### src/rtl/uart_rx_if.sv
// Receive-side signal bundle for uart_rx: serial line in, byte/status out.
// The slave modport is the receiver; the master modport is the line driver / byte consumer.
interface uart_rx_if;
  logic       i_rx;
  logic [7:0] o_data;
  logic       o_valid;
  logic       o_frame_err;
  logic       o_busy;

  modport master (
    output i_rx,
    input  o_data,
    input  o_valid,
    input  o_frame_err,
    input  o_busy
  );

  modport slave (
    input  i_rx,
    output o_data,
    output o_valid,
    output o_frame_err,
    output o_busy
  );
endinterface

### src/rtl/uart_rx.sv
// 8N1 UART receiver: synchronizes the serial line, samples mid-bit using a baud counter,
// and reports each frame as a one-cycle o_valid (good stop bit) or o_frame_err (stop bit low).
module uart_rx #(
  parameter int CLK_FREQ  = 25_000_000,
  parameter int BAUD_RATE = 115_200
) (
  input  logic     i_clk,
  input  logic     i_reset_n,
  uart_rx_if.slave bus
);

  localparam int CLKS_PER_BIT = CLK_FREQ / BAUD_RATE;
  localparam int HALF_BIT     = CLKS_PER_BIT / 2;
  localparam int CNT_W        = $clog2(CLKS_PER_BIT);

  localparam logic [CNT_W-1:0] CNT_LAST = CNT_W'(CLKS_PER_BIT - 1);
  localparam logic [CNT_W-1:0] CNT_HALF = CNT_W'(HALF_BIT - 1);

  typedef enum logic [2:0] {
    S_IDLE,
    S_START,
    S_DATA,
    S_STOP,
    S_BREAK
  } state_t;

  logic             rx_p0;
  logic             rx_s;

  state_t           state, state_nx;
  logic [CNT_W-1:0] cnt, cnt_nx;
  logic [2:0]       bit_idx, bit_idx_nx;
  logic [7:0]       shift, shift_nx;
  logic [7:0]       data, data_nx;
  logic             valid, valid_nx;
  logic             frame_err, frame_err_nx;

  // Stage p0/p1: two-flop synchronizer, idle-high so reset never looks like a start bit
  always_ff @(posedge i_clk or negedge i_reset_n) begin
    if (!i_reset_n) begin
      rx_p0 <= 1'b1;
      rx_s  <= 1'b1;
    end else begin
      rx_p0 <= bus.i_rx;
      rx_s  <= rx_p0;
    end
  end

  // Frame state, baud counter, shifter and output registers
  always_ff @(posedge i_clk or negedge i_reset_n) begin
    if (!i_reset_n) begin
      state     <= S_IDLE;
      cnt       <= '0;
      bit_idx   <= '0;
      shift     <= '0;
      data      <= '0;
      valid     <= 1'b0;
      frame_err <= 1'b0;
    end else begin
      state     <= state_nx;
      cnt       <= cnt_nx;
      bit_idx   <= bit_idx_nx;
      shift     <= shift_nx;
      data      <= data_nx;
      valid     <= valid_nx;
      frame_err <= frame_err_nx;
    end
  end

  always_comb begin
    state_nx     = state;
    cnt_nx       = cnt + 1'b1;
    bit_idx_nx   = bit_idx;
    shift_nx     = shift;
    data_nx      = data;
    valid_nx     = 1'b0;
    frame_err_nx = 1'b0;

    unique case (state)
      S_IDLE: begin
        if (!rx_s) state_nx = S_START;
      end

      S_START: begin
        if (cnt == CNT_HALF) begin
          if (!rx_s) begin
            state_nx   = S_DATA;
            bit_idx_nx = '0;
          end else begin
            state_nx = S_IDLE;
          end
        end
      end

      S_DATA: begin
        if (cnt == CNT_LAST) begin
          // LSB arrives first, so each new bit enters at the MSB and moves down
          shift_nx = {rx_s, shift[7:1]};
          cnt_nx   = '0;
          if (bit_idx == 3'd7) state_nx = S_STOP;
          else                 bit_idx_nx = bit_idx + 1'b1;
        end
      end

      S_STOP: begin
        if (cnt == CNT_LAST) begin
          if (rx_s) begin
            data_nx  = shift;
            valid_nx = 1'b1;
            state_nx = S_IDLE;
          end else begin
            frame_err_nx = 1'b1;
            state_nx     = S_BREAK;
          end
        end
      end

      S_BREAK: begin
        if (rx_s) state_nx = S_IDLE;
      end

      default: state_nx = S_IDLE;
    endcase

    // Every state entry restarts bit timing from zero
    if (state_nx != state) cnt_nx = '0;
  end

  assign bus.o_data      = data;
  assign bus.o_valid     = valid;
  assign bus.o_frame_err = frame_err;
  assign bus.o_busy      = (state != S_IDLE);

endmodule
### src/flat_wrapper.sv
// flat-port wrapper written by rule: the top's interface ports become plain ports
module uart_rx_flat 
#(
  parameter int CLK_FREQ  = 25_000_000,
  parameter int BAUD_RATE = 115_200
)
  (i_clk, i_reset_n, bus_i_rx, bus_o_data, bus_o_valid, bus_o_frame_err, bus_o_busy);
  uart_rx_if bus_i ();
  input  logic i_clk;
  input  logic i_reset_n;
  input wire logic [$bits(bus_i.i_rx)-1:0] bus_i_rx;
  output wire logic [$bits(bus_i.o_data)-1:0] bus_o_data;
  output wire logic [$bits(bus_i.o_valid)-1:0] bus_o_valid;
  output wire logic [$bits(bus_i.o_frame_err)-1:0] bus_o_frame_err;
  output wire logic [$bits(bus_i.o_busy)-1:0] bus_o_busy;
  assign bus_i.i_rx = bus_i_rx;
  assign bus_o_data = bus_i.o_data;
  assign bus_o_valid = bus_i.o_valid;
  assign bus_o_frame_err = bus_i.o_frame_err;
  assign bus_o_busy = bus_i.o_busy;
  uart_rx #(.CLK_FREQ(CLK_FREQ), .BAUD_RATE(BAUD_RATE)) u_core (.i_clk(i_clk), .i_reset_n(i_reset_n), .bus(bus_i));
endmodule
### config.mk
export PLATFORM = sky130hd
export DESIGN_NAME = uart_rx_flat
export DESIGN_NICKNAME = d
export VERILOG_FILES = /design/src/rtl/uart_rx_if.sv /design/src/rtl/uart_rx.sv /design/src/flat_wrapper.sv
export SDC_FILE = /design/constraint.sdc
export NUM_CORES = 1
export LEC_CHECK = 0
export BUFFER_PORTS_ARGS = -buffer_cell sky130_fd_sc_hd__buf_2
export CAP_MARGIN = 20
export CORE_UTILIZATION = 45
export CTS_CLUSTER_DIAMETER = 40
export DETAILED_ROUTE_END_ITERATION = 10
export HOLD_SLACK_MARGIN = 0.02
export PLACE_DENSITY = 0.76
export SYNTH_ARGS = -nofsm -noshare
export SYNTH_HDL_FRONTEND = slang
export SYNTH_SLANG_ARGS = --single-unit
### constraint.sdc
create_clock -name i_clk -period 1.7 [get_ports i_clk]
set_input_delay 0.425 -clock i_clk [delete_from_list [all_inputs] [get_ports i_clk]]
set_output_delay 0.425 -clock i_clk [all_outputs]
set_load 0.03 [all_outputs]
==> flow_summary.json, run 1 <==
{
  "fillers": 273,
  "core_sq_mm": 0.00339,
  "regArea_sq_um": 855,
  "place_ws_ns": -0.116,
  "antenna_found_initial": 0,
  "p_per_area_mw_per_mm2": 709,
  "ios": 14,
  "drc": 0,
  "synthAdderAreaFrac_pct": 3.09,
  "hpwlAfterDp_um": 2250,
  "grt_remaining_overflow": 0,
  "muxShareOfSynthArea_pct": 5.56,
  "crit_family": "simple AND/OR/NAND/NOR gates",
  "grt_max_degree": 35,
  "fin_nets": 191,
  "worstPathMaxFanout": 6,
  "clock-sinks": 34,
  "crit_buf_inv": 1,
  "setup_ws_ns": -0.141,
  "final_util_pct": 60.5,
  "ctsHtreeMaxLevel": 2,
  "ys_types": 38,
  "period_minus_slack_ns": 1.84,
  "fin_tns_setup_ns": -1.52,
  "floorplan.initialDensity_pct": 47.8,
  "final_antenna_net_count": 0,
  "synthSimpleGateAreaFrac_pct": 25.9,
  "synth_compound_area_share_pct": 5.48,
  "viasPerCell": 5.40,
  "setup_viol": 22,
  "grtUsageTotal_pct": 19.5,
  "fmax_mhz": 543,
  "layout-drive-gt1-share_pct": 41.6,
  "synth_ff_type": "dfrtp_1",
  "path_cells": "inv_1 -> ha_1 -> nand4b_1 -> or4_4 -> or2_4 -> nand3_2 -> o21ai_1",
  "fin_skew_ns": 0.0115,
  "synth_nets": 156,
  "routedWlPerCell_um": 14.9,
  "rows": 21,
  "synth_top_family_by_area": "simple AND/OR/NAND/NOR gates",
  "slew_violations": 0,
  "die_w_um": 62.0,
  "timing.final.hold_violations": 0,
  "die_h_um": 62.0,
  "cts_tree": "yes",
  "insertion_delay_ns": 0.34,
  "yosysWarnings": 0,
  "clk_path_buf_depth": 2,
  "final_cell_mix": "31 x nand2_1, 31 x dfrtp_1, 20 x buf_4",
  "clockRootBuffer": "clkbuf_4",
  "drv_cap": 0,
  "worst_setup_path_start_kind": "register",
  "place_inst": 217,
  "slowest_stage": "or4_4",
  "dr.pass1.iters": 4,
  "async_flop_share_pct": 100,
  "clkTransAtPathRegs_ns": 0.11,
  "endpoint_kind": "register",
  "synth-xor-area-share_pct": 3.24,
  "postPlaceCellArea_sq_mm": 0.00183,
  "avgSynthCellArea_sq_um": 10.9,
  "diodes": 0,
  "rsz0062_at_grt": "yes",
  "crit_type": "register to register",
  "status": "complete, but fails checks",
  "fin_area_sq_mm": 0.00205,
  "synthCells": 149,
  "port_buffers": 13,
  "synth_edf_count": 0,
  "violations": "setup timing",
  "syn_area_sq_mm": 0.00162,
  "holdCritPathClass": "input port to async pin",
  "worstPathRequired_ns": 1.92,
  "grt_pass1_wl_um": 5300,
  "ys_seq_elements": 34,
  "grt_pass1_vias": 1185,
  "cp.arrival_ns": 2.06,
  "slew_headroom_pct": 72.7,
  "p_leak_nw": 1.05,
  "cts_inserted_buffers": 5,
  "area_delta_synth_final_pct": 26.4,
  "tightestPinTransition_ns": 0.409,
  "fin_cells": 231,
  "vias": 1248,
  "finalCritPeriodShare_pct": 108,
  "place_congestion": 0.822,
  "drt-total-wl_um": 3450,
  "ir_drop_mv": 0.390,
  "yosysSeqAreaShare_pct": 52.6,
  "dieArea_sq_mm": 0.00385,
  "multi_input_area_sq_um": 801,
  "drt_iter0_drc": 66,
  "critPathMaxStageDelay_ns": 0.49
}
-- worst reg2reg max path: stages (launching register included) --
cell and delay (ns):
dfrtp_1 0.41, inv_1 0.07, ha_1 0.14, nand4b_1 0.19, or4_4 0.49, or2_4 0.29
nand3_2 0.09, o21ai_1 0.07
-- what timing repair did --
action / in CTS / in global routing
cloned: 0 / 1
hold buffers: 0 / 0
gates resized for setup: 11 / 13
pin swaps: 1 / 5
buffers inserted: 3 / 3
hold endpoints to repair: 0 / 0
setup endpoints to repair: 20 / 28
-- final cells by class --
class	count	area share [%]
clock buffer	7	2.69
clock inverter	1	1.47
inverter	5	0.916
multi-input combinational	104	39.1
sequential	34	41.7
tap	46	2.81
timing repair buffer	34	11.4
-- cell usage after synthesis, types with 2 or more instances --
cell,instances,area (sq um)
xnor2_1,3,26.3
nor3_1,6,30.0
buf_2,2,10.0
and3_1,2,12.5
nand4b_1,2,17.5
dfstp_2,2,52.6
inv_1,5,18.8
buf_4,3,22.5
xor2_1,3,26.3
dfrtp_1,32,801
mux2_2,8,90.1
nor2_1,13,48.8
o21ai_1,3,15.0
nand3_1,8,40.0
ha_1,4,50.1
nand2_1,31,116
-- path summary, 6_finish.rpt --
| check | from | endpoint | slack (ns) | depth (start not counted) |
|---|---|---|---|---|
| worst min-delay path | i_reset_n | u_core.shift[2]$_DFFE_PN0P_ | 0.09 | 2 |
| max in group asynchronous | i_reset_n | u_core.rx_s$_DFF_PN1_ | 1.27 | 2 |
| worst max register to register | u_core.cnt[0]$_DFF_PN0_ | u_core.bit_idx[0]$_DFFE_PN0P_ | -0.14 | 7 |
| min in group i_clk | bus_i_rx | u_core.rx_p0$_DFF_PN1_ | 0.18 | 1 |
| worst max-delay path | u_core.cnt[0]$_DFF_PN0_ | u_core.bit_idx[0]$_DFFE_PN0P_ | -0.14 | 7 |
| worst min register to register | u_core.rx_p0$_DFF_PN1_ | u_core.rx_s$_DFF_PN1_ | 0.36 | 0 |
-- flip-flops by register name, summed over array words and instances (netlist names) --
signal,count
u_core.bus.o_valid,1
u_core.bit_idx,3
u_core.bus.o_data,8
u_core.cnt,8
u_core.shift,8
u_core.state,3
u_core.bus.o_frame_err,1
u_core.rx_s,1
u_core.rx_p0,1
-- per-layer routing --
layer  GRT usage (%)  part of all wire [%]  wire length, um
met5               0                     0                0
met4            10.8                   2.7               94
met3            6.63                   4.8              164
met2            29.6                    50             1740
met1            24.4                    42             1450
-- cell families (layout without fill, tap and decap cells) --
group                    count (synthesis)  in the layout
multiplexers                             8              8
flip-flops                              34             34
adder cells (fa/ha/maj)                  4              4
AO/OA/AOI/OAI                           10             10
AND/OR/NAND/NOR                         75             76
buffers and inverters                   12             47
XOR/XNOR                                 6              6
-- report_power, final --
| part | switching [mW] | internal [mW] |
|---|---|---|
| Clock | 0.262 | 0.351 |
| Sequential | 0.00415 | 0.813 |
| Combinational | 0.0171 | 0.00561 |
-- metrics by stage --
step	hold WS, ns	power (mW)
after floorplan	0.129	0.833
after global placement	0.346	0.854
after detailed placement	0.348	0.855
after CTS	0.0960	1.47
after global routing	0.0996	1.52
final	0.0872	1.45
No activity file was read; power rests on OpenSTA's default activity.
==> inputs of run 2 (changes only) <==
SLEW_MARGIN = 10   (was unset)
TNS_END_PERCENT = 20   (was unset)
==> run 2 against run 1 <==
The run still ends with setup timing left. Routed wire length is 0.29% higher. Final area is 0.18% lower. Via count down 2.8%. Global-route usage is 0.98 points higher. Clock power is 22% lower. Power decreased by 9.4%. Critical path depth fell by 4. Worst hold slack worse by 0.0055 ns. Register-to-register slack better by 0.06 ns. Critical path type is now register to output pin. Critical endpoint is now bus_o_busy. Largest cell class unchanged. Largest power group unchanged.
==> flow_summary.json, run 2 (synthesis results as in run 1) <==
{
  "status": "complete, but fails checks",
  "violations": "setup timing",
  "viasPerCell": 5.23,
  "grt_max_degree": 35,
  "worst_setup_path_start_kind": "register",
  "holdCritPathClass": "input port to async pin",
  "rows": 21,
  "slew_headroom_pct": 72.4,
  "core_sq_mm": 0.00339,
  "drt_iter0_drc": 59,
  "crit_type": "register to output pin",
  "clkTransAtPathRegs_ns": 0.11,
  "vias": 1213,
  "floorplan.initialDensity_pct": 47.8,
  "die_w_um": 62.0,
  "drc": 0,
  "final_antenna_net_count": 0,
  "routedWlPerCell_um": 14.9,
  "worstPathRequired_ns": 1.27,
  "endpoint_kind": "output pin",
  "fin_skew_ns": 0.0101,
  "fillers": 274,
  "fin_nets": 192,
  "hpwlAfterDp_um": 2490,
  "port_buffers": 13,
  "fmax_mhz": 551,
  "p_leak_nw": 1.06,
  "clk_path_buf_depth": 2,
  "worstPathMaxFanout": 9,
  "total_power_mw": 1.32,
  "ios": 14,
  "setup_ws_ns": -0.114,
  "layout-drive-gt1-share_pct": 42.5,
  "ctsHtreeMaxLevel": 2,
  "timing.final.hold_violations": 0,
  "multi_input_area_sq_um": 806,
  "cp.arrival_ns": 1.39,
  "fin_cells": 232,
  "grt_pass1_wl_um": 5450,
  "diodes": 0,
  "final_common_cell": "nand2_1",
  "finalCritPeriodShare_pct": 107,
  "area_delta_synth_final_pct": 26.2,
  "antenna_found_initial": 0,
  "period_minus_slack_ns": 1.81,
  "dieArea_sq_mm": 0.00385,
  "ctsHoldBuffers": 0,
  "drv_cap": 0,
  "grtUsageTotal_pct": 20.5,
  "dr.pass1.iters": 4,
  "ir_drop_mv": 0.508,
  "regArea_sq_um": 856,
  "clock-sinks": 34,
  "slew_violations": 0,
  "drt-total-wl_um": 3460,
  "cts_inserted_buffers": 5,
  "rsz0062_at_grt": "yes",
  "cts_tree": "yes",
  "place_inst": 221,
  "die_h_um": 62.0,
  "insertion_delay_ns": 0.35,
  "clockRootBuffer": "clkbuf_4",
  "setup_viol": 29,
  "tightestPinTransition_ns": 0.413,
  "final_cell_mix": "31 x nand2_1, 30 x dfrtp_1, 19 x buf_4",
  "grt_remaining_overflow": 0,
  "p_per_area_mw_per_mm2": 644,
  "grt_pass1_vias": 1121,
  "place_congestion": 0.945
}
-- run 2: repair_timing --
action / CTS / global route
resized for setup: 23 / 4
cloned: 1 / 0
pin swaps: 11 / 1
setup buffers: 2 / 1
endpoints found under the setup margin: 30 / 30
-- run 2: worst paths after layout --
path	to	slack (ns)	cells past startpoint	start
setup reg to reg	u_core.bus.o_data[6]$_DFFE_PN0P_	-0.08	7	u_core.cnt[1]$_DFF_PN0_
max in group asynchronous	u_core.rx_s$_DFF_PN1_	1.28	2	i_reset_n
hold / removal	u_core.bit_idx[2]$_DFFE_PN0P_	0.08	2	i_reset_n
hold reg to reg	u_core.rx_s$_DFF_PN1_	0.37	0	u_core.rx_p0$_DFF_PN1_
min in group i_clk	u_core.rx_p0$_DFF_PN1_	0.17	1	bus_i_rx
setup / recovery	bus_o_busy	-0.11	3	u_core.state[2]$_DFF_PN0_
-- run 2: worst max-delay path: stages, from the launching register on --
cell and delay (ns):
dfrtp_1 0.40, buf_6 0.14, or3_4 0.36, buf_6 0.14
-- run 2: area by class of cell --
cell class	instances	share of cell area, %
Multi-Input combinational cell	104	39.4
Sequential cell	34	41.8
Timing Repair Buffer	35	12.1
Tap cell	46	2.81
Inverter	5	0.917
Clock inverter	1	0.245
Clock buffer	7	2.69
-- run 2: metal layers --
metal | wire [um] | vias up | global-route usage, %
met3 | 139 | 8 | 5.80
li1 | - | 581 | -
met5 | 0 | - | 0
met2 | 1690 | 22 | 32.4
met1 | 1570 | 602 | 26.7
met4 | 55 | 0 | 7.94
-- run 2: where the power goes --
group	switching [mW]	internal (mW)	total (mW)
logic	0.0167	0.00418	0.0209
clock network	0.279	0.200	0.479
registers	0.00394	0.813	0.817
-- run 2: per-stage QoR --
step           util, %  setup TNS [ns]  hold slack [ns]  cell area, sq um  setup slack [ns]
6_report          60.4           -1.56           0.0817              2050            -0.114
5_1_grt           60.4           -4.03            0.120              2050            -0.173
2_1_floorplan        -         -0.0286            0.129              1620           -0.0286
3_3_place_gp      54.9           -1.05            0.348              1860           -0.0910
3_5_place_dp      54.9           -1.57            0.349              1860            -0.121
4_1_cts           59.5           -1.36            0.104              2020            -0.118
==> inputs of run 3 (changes only) <==
CORE_MARGIN = 3   (was unset)
==> run 3 against run 2 <==
The run still ends with setup timing left. Sequential share of layout area decreased by 0.85 points. Cell count shrank 0.43%. Worst setup slack gained 0.030 ns. Critical path depth increased by 5. Critical path type is now register to register.
==> flow_summary.json, run 3 (synthesis results as in run 1) <==
{
  "setup_viol": 21,
  "floorplan.initialDensity_pct": 47.5,
  "worstPathRequired_ns": 1.89,
  "worst_setup_path_start_kind": "register",
  "clkTransAtPathRegs_ns": 0.11,
  "multi_input_area_sq_um": 836,
  "final_cell_mix": "31 x nand2_1, 30 x dfrtp_1, 18 x buf_4",
  "p_leak_nw": 1.06,
  "slew_violations": 0,
  "place_inst": 221,
  "vias": 1187,
  "fin_skew_ns": 0.0119,
  "slowest_stage": "dfrtp_1",
  "path_cells": "inv_2 -> ha_4 -> nand4b_1 -> nor2_2 -> buf_12 -> nand4b_1 -> a21oi_4 -> nor2_1",
  "fmax_mhz": 561,
  "area_delta_synth_final_pct": 28.8,
  "holdCritPathClass": "input port to async pin",
  "period_minus_slack_ns": 1.78,
  "drt-total-wl_um": 3350,
  "die_w_um": 66.0,
  "ctsHoldBuffers": 0,
  "routedWlPerCell_um": 14.5,
  "final_common_cell": "nand2_1",
  "grt_pass1_vias": 1213,
  "ios": 14,
  "dieArea_sq_mm": 0.00436,
  "crit_type": "register to register",
  "rsz0062_at_grt": "yes",
  "p_per_area_mw_per_mm2": 602,
  "clock-sinks": 34,
  "endpoint_kind": "register",
  "layout-drive-gt1-share_pct": 44.3,
  "place_congestion": 0.844,
  "ctsHtreeMaxLevel": 2,
  "tightestPinTransition_ns": 0.412,
  "fin_area_sq_mm": 0.00209,
  "clk_path_buf_depth": 2,
  "hpwlAfterDp_um": 2360,
  "cts_tree": "yes",
  "cp.arrival_ns": 1.98,
  "die_h_um": 66.0,
  "drc": 0,
  "violations": "setup timing",
  "insertion_delay_ns": 0.32,
  "clockRootBuffer": "clkbuf_4",
  "finalCritPeriodShare_pct": 105,
  "fin_nets": 191,
  "viasPerCell": 5.14,
  "status": "complete, but fails checks",
  "antenna_found_initial": 0,
  "slew_headroom_pct": 72.5,
  "drt_iter0_drc": 59,
  "timing.final.hold_violations": 0,
  "postPlaceCellArea_sq_mm": 0.00187,
  "drv_cap": 0,
  "worstPathMaxFanout": 8,
  "grt_remaining_overflow": 0,
  "core_sq_mm": 0.00342,
  "grt_max_degree": 35,
  "grtUsageTotal_pct": 17.0,
  "setup_ws_ns": -0.0839,
  "grt_pass1_wl_um": 5650,
  "ir_drop_mv": 0.503,
  "port_buffers": 13,
  "rows": 21,
  "final_antenna_net_count": 0,
  "dr.pass1.iters": 4,
  "fin_cells": 231,
  "cts_inserted_buffers": 5,
  "critPathMaxStageDelay_ns": 0.42,
  "cp_common_cell": "nand4b_1",
  "regArea_sq_um": 856,
  "diodes": 0,
  "total_power_mw": 1.26,
  "fillers": 291
}
-- run 3: cell count changes in the layout (fill, tap and decap cells not counted), sizes merged --
cell	delta
and3	-1
clkbuf	-1
clkinv	+1
-- run 3: critical path: cells and delay by family, from the launching register on --
kind | cells | cell delay (ns)
compound gates | 1 | 0.34
fa+ha+maj | 1 | 0.11
buf+inv | 2 | 0.21
flops | 1 | 0.42
simple gates | 4 | 0.58
-- run 3: cell type report --
class,instances,share of cell area [%]
clock inverters,2,0.479
inverters,5,0.899
multi-input cells,103,40.0
clock buffers,6,1.98
well taps,46,2.76
flip-flops and latches,34,41.0
repair buffers,35,12.9
-- run 3: metal layers --
layer  routed length, um  global-route usage [%]  vias up
met4                  33                    5.84        0
met3                  77                    4.42        4
li1                    -                       -      577
met1                1570                    22.5      585
met2                1670                    26.9       21
met5                   0                       0        -
-- run 3: path summary, 6_finish.rpt --
check	cells past startpoint	endpoint	slack [ns]	start
min in group i_clk	1	u_core.rx_p0$_DFF_PN1_	0.19	bus_i_rx
worst max-delay path	8	u_core.cnt[1]$_DFF_PN0_	-0.08	u_core.cnt[1]$_DFF_PN0_
worst min register to register	0	u_core.rx_s$_DFF_PN1_	0.36	u_core.rx_p0$_DFF_PN1_
worst max register to register	8	u_core.cnt[1]$_DFF_PN0_	-0.08	u_core.cnt[1]$_DFF_PN0_
max in group asynchronous	2	u_core.rx_s$_DFF_PN1_	1.26	i_reset_n
worst min-delay path	2	u_core.bus.o_data[1]$_DFFE_PN0P_	0.10	i_reset_n
-- run 3: timing repair --
item | CTS | global route
setup endpoints to repair | 28 | 31
gates cloned | 0 | 0
pin swaps | 7 | 7
buffers inserted | 0 | 2
resized for setup | 22 | 12
-- run 3: through the flow --
step / worst slack [ns] / hold WS, ns / util [%] / setup TNS (ns)
final: -0.0839 / 0.105 / 61.1 / -0.836
after global routing: -0.214 / 0.108 / 61.1 / -3.34
after CTS: -0.0876 / 0.109 / 59.2 / -0.823
after detailed placement: -0.0814 / 0.347 / 54.9 / -0.777
after global placement: -0.0128 / 0.346 / 54.9 / -0.128
after floorplan: -0.0286 / 0.129 / - / -0.0286
-- run 3: power by group --
group / internal [mW] / leakage, nW / switching [mW] / total [mW]
Clock: 0.158 / 0.0320 / 0.262 / 0.419
Sequential: 0.813 / 0.451 / 0.00370 / 0.816
Combinational: 0.00418 / 0.573 / 0.0164 / 0.0206
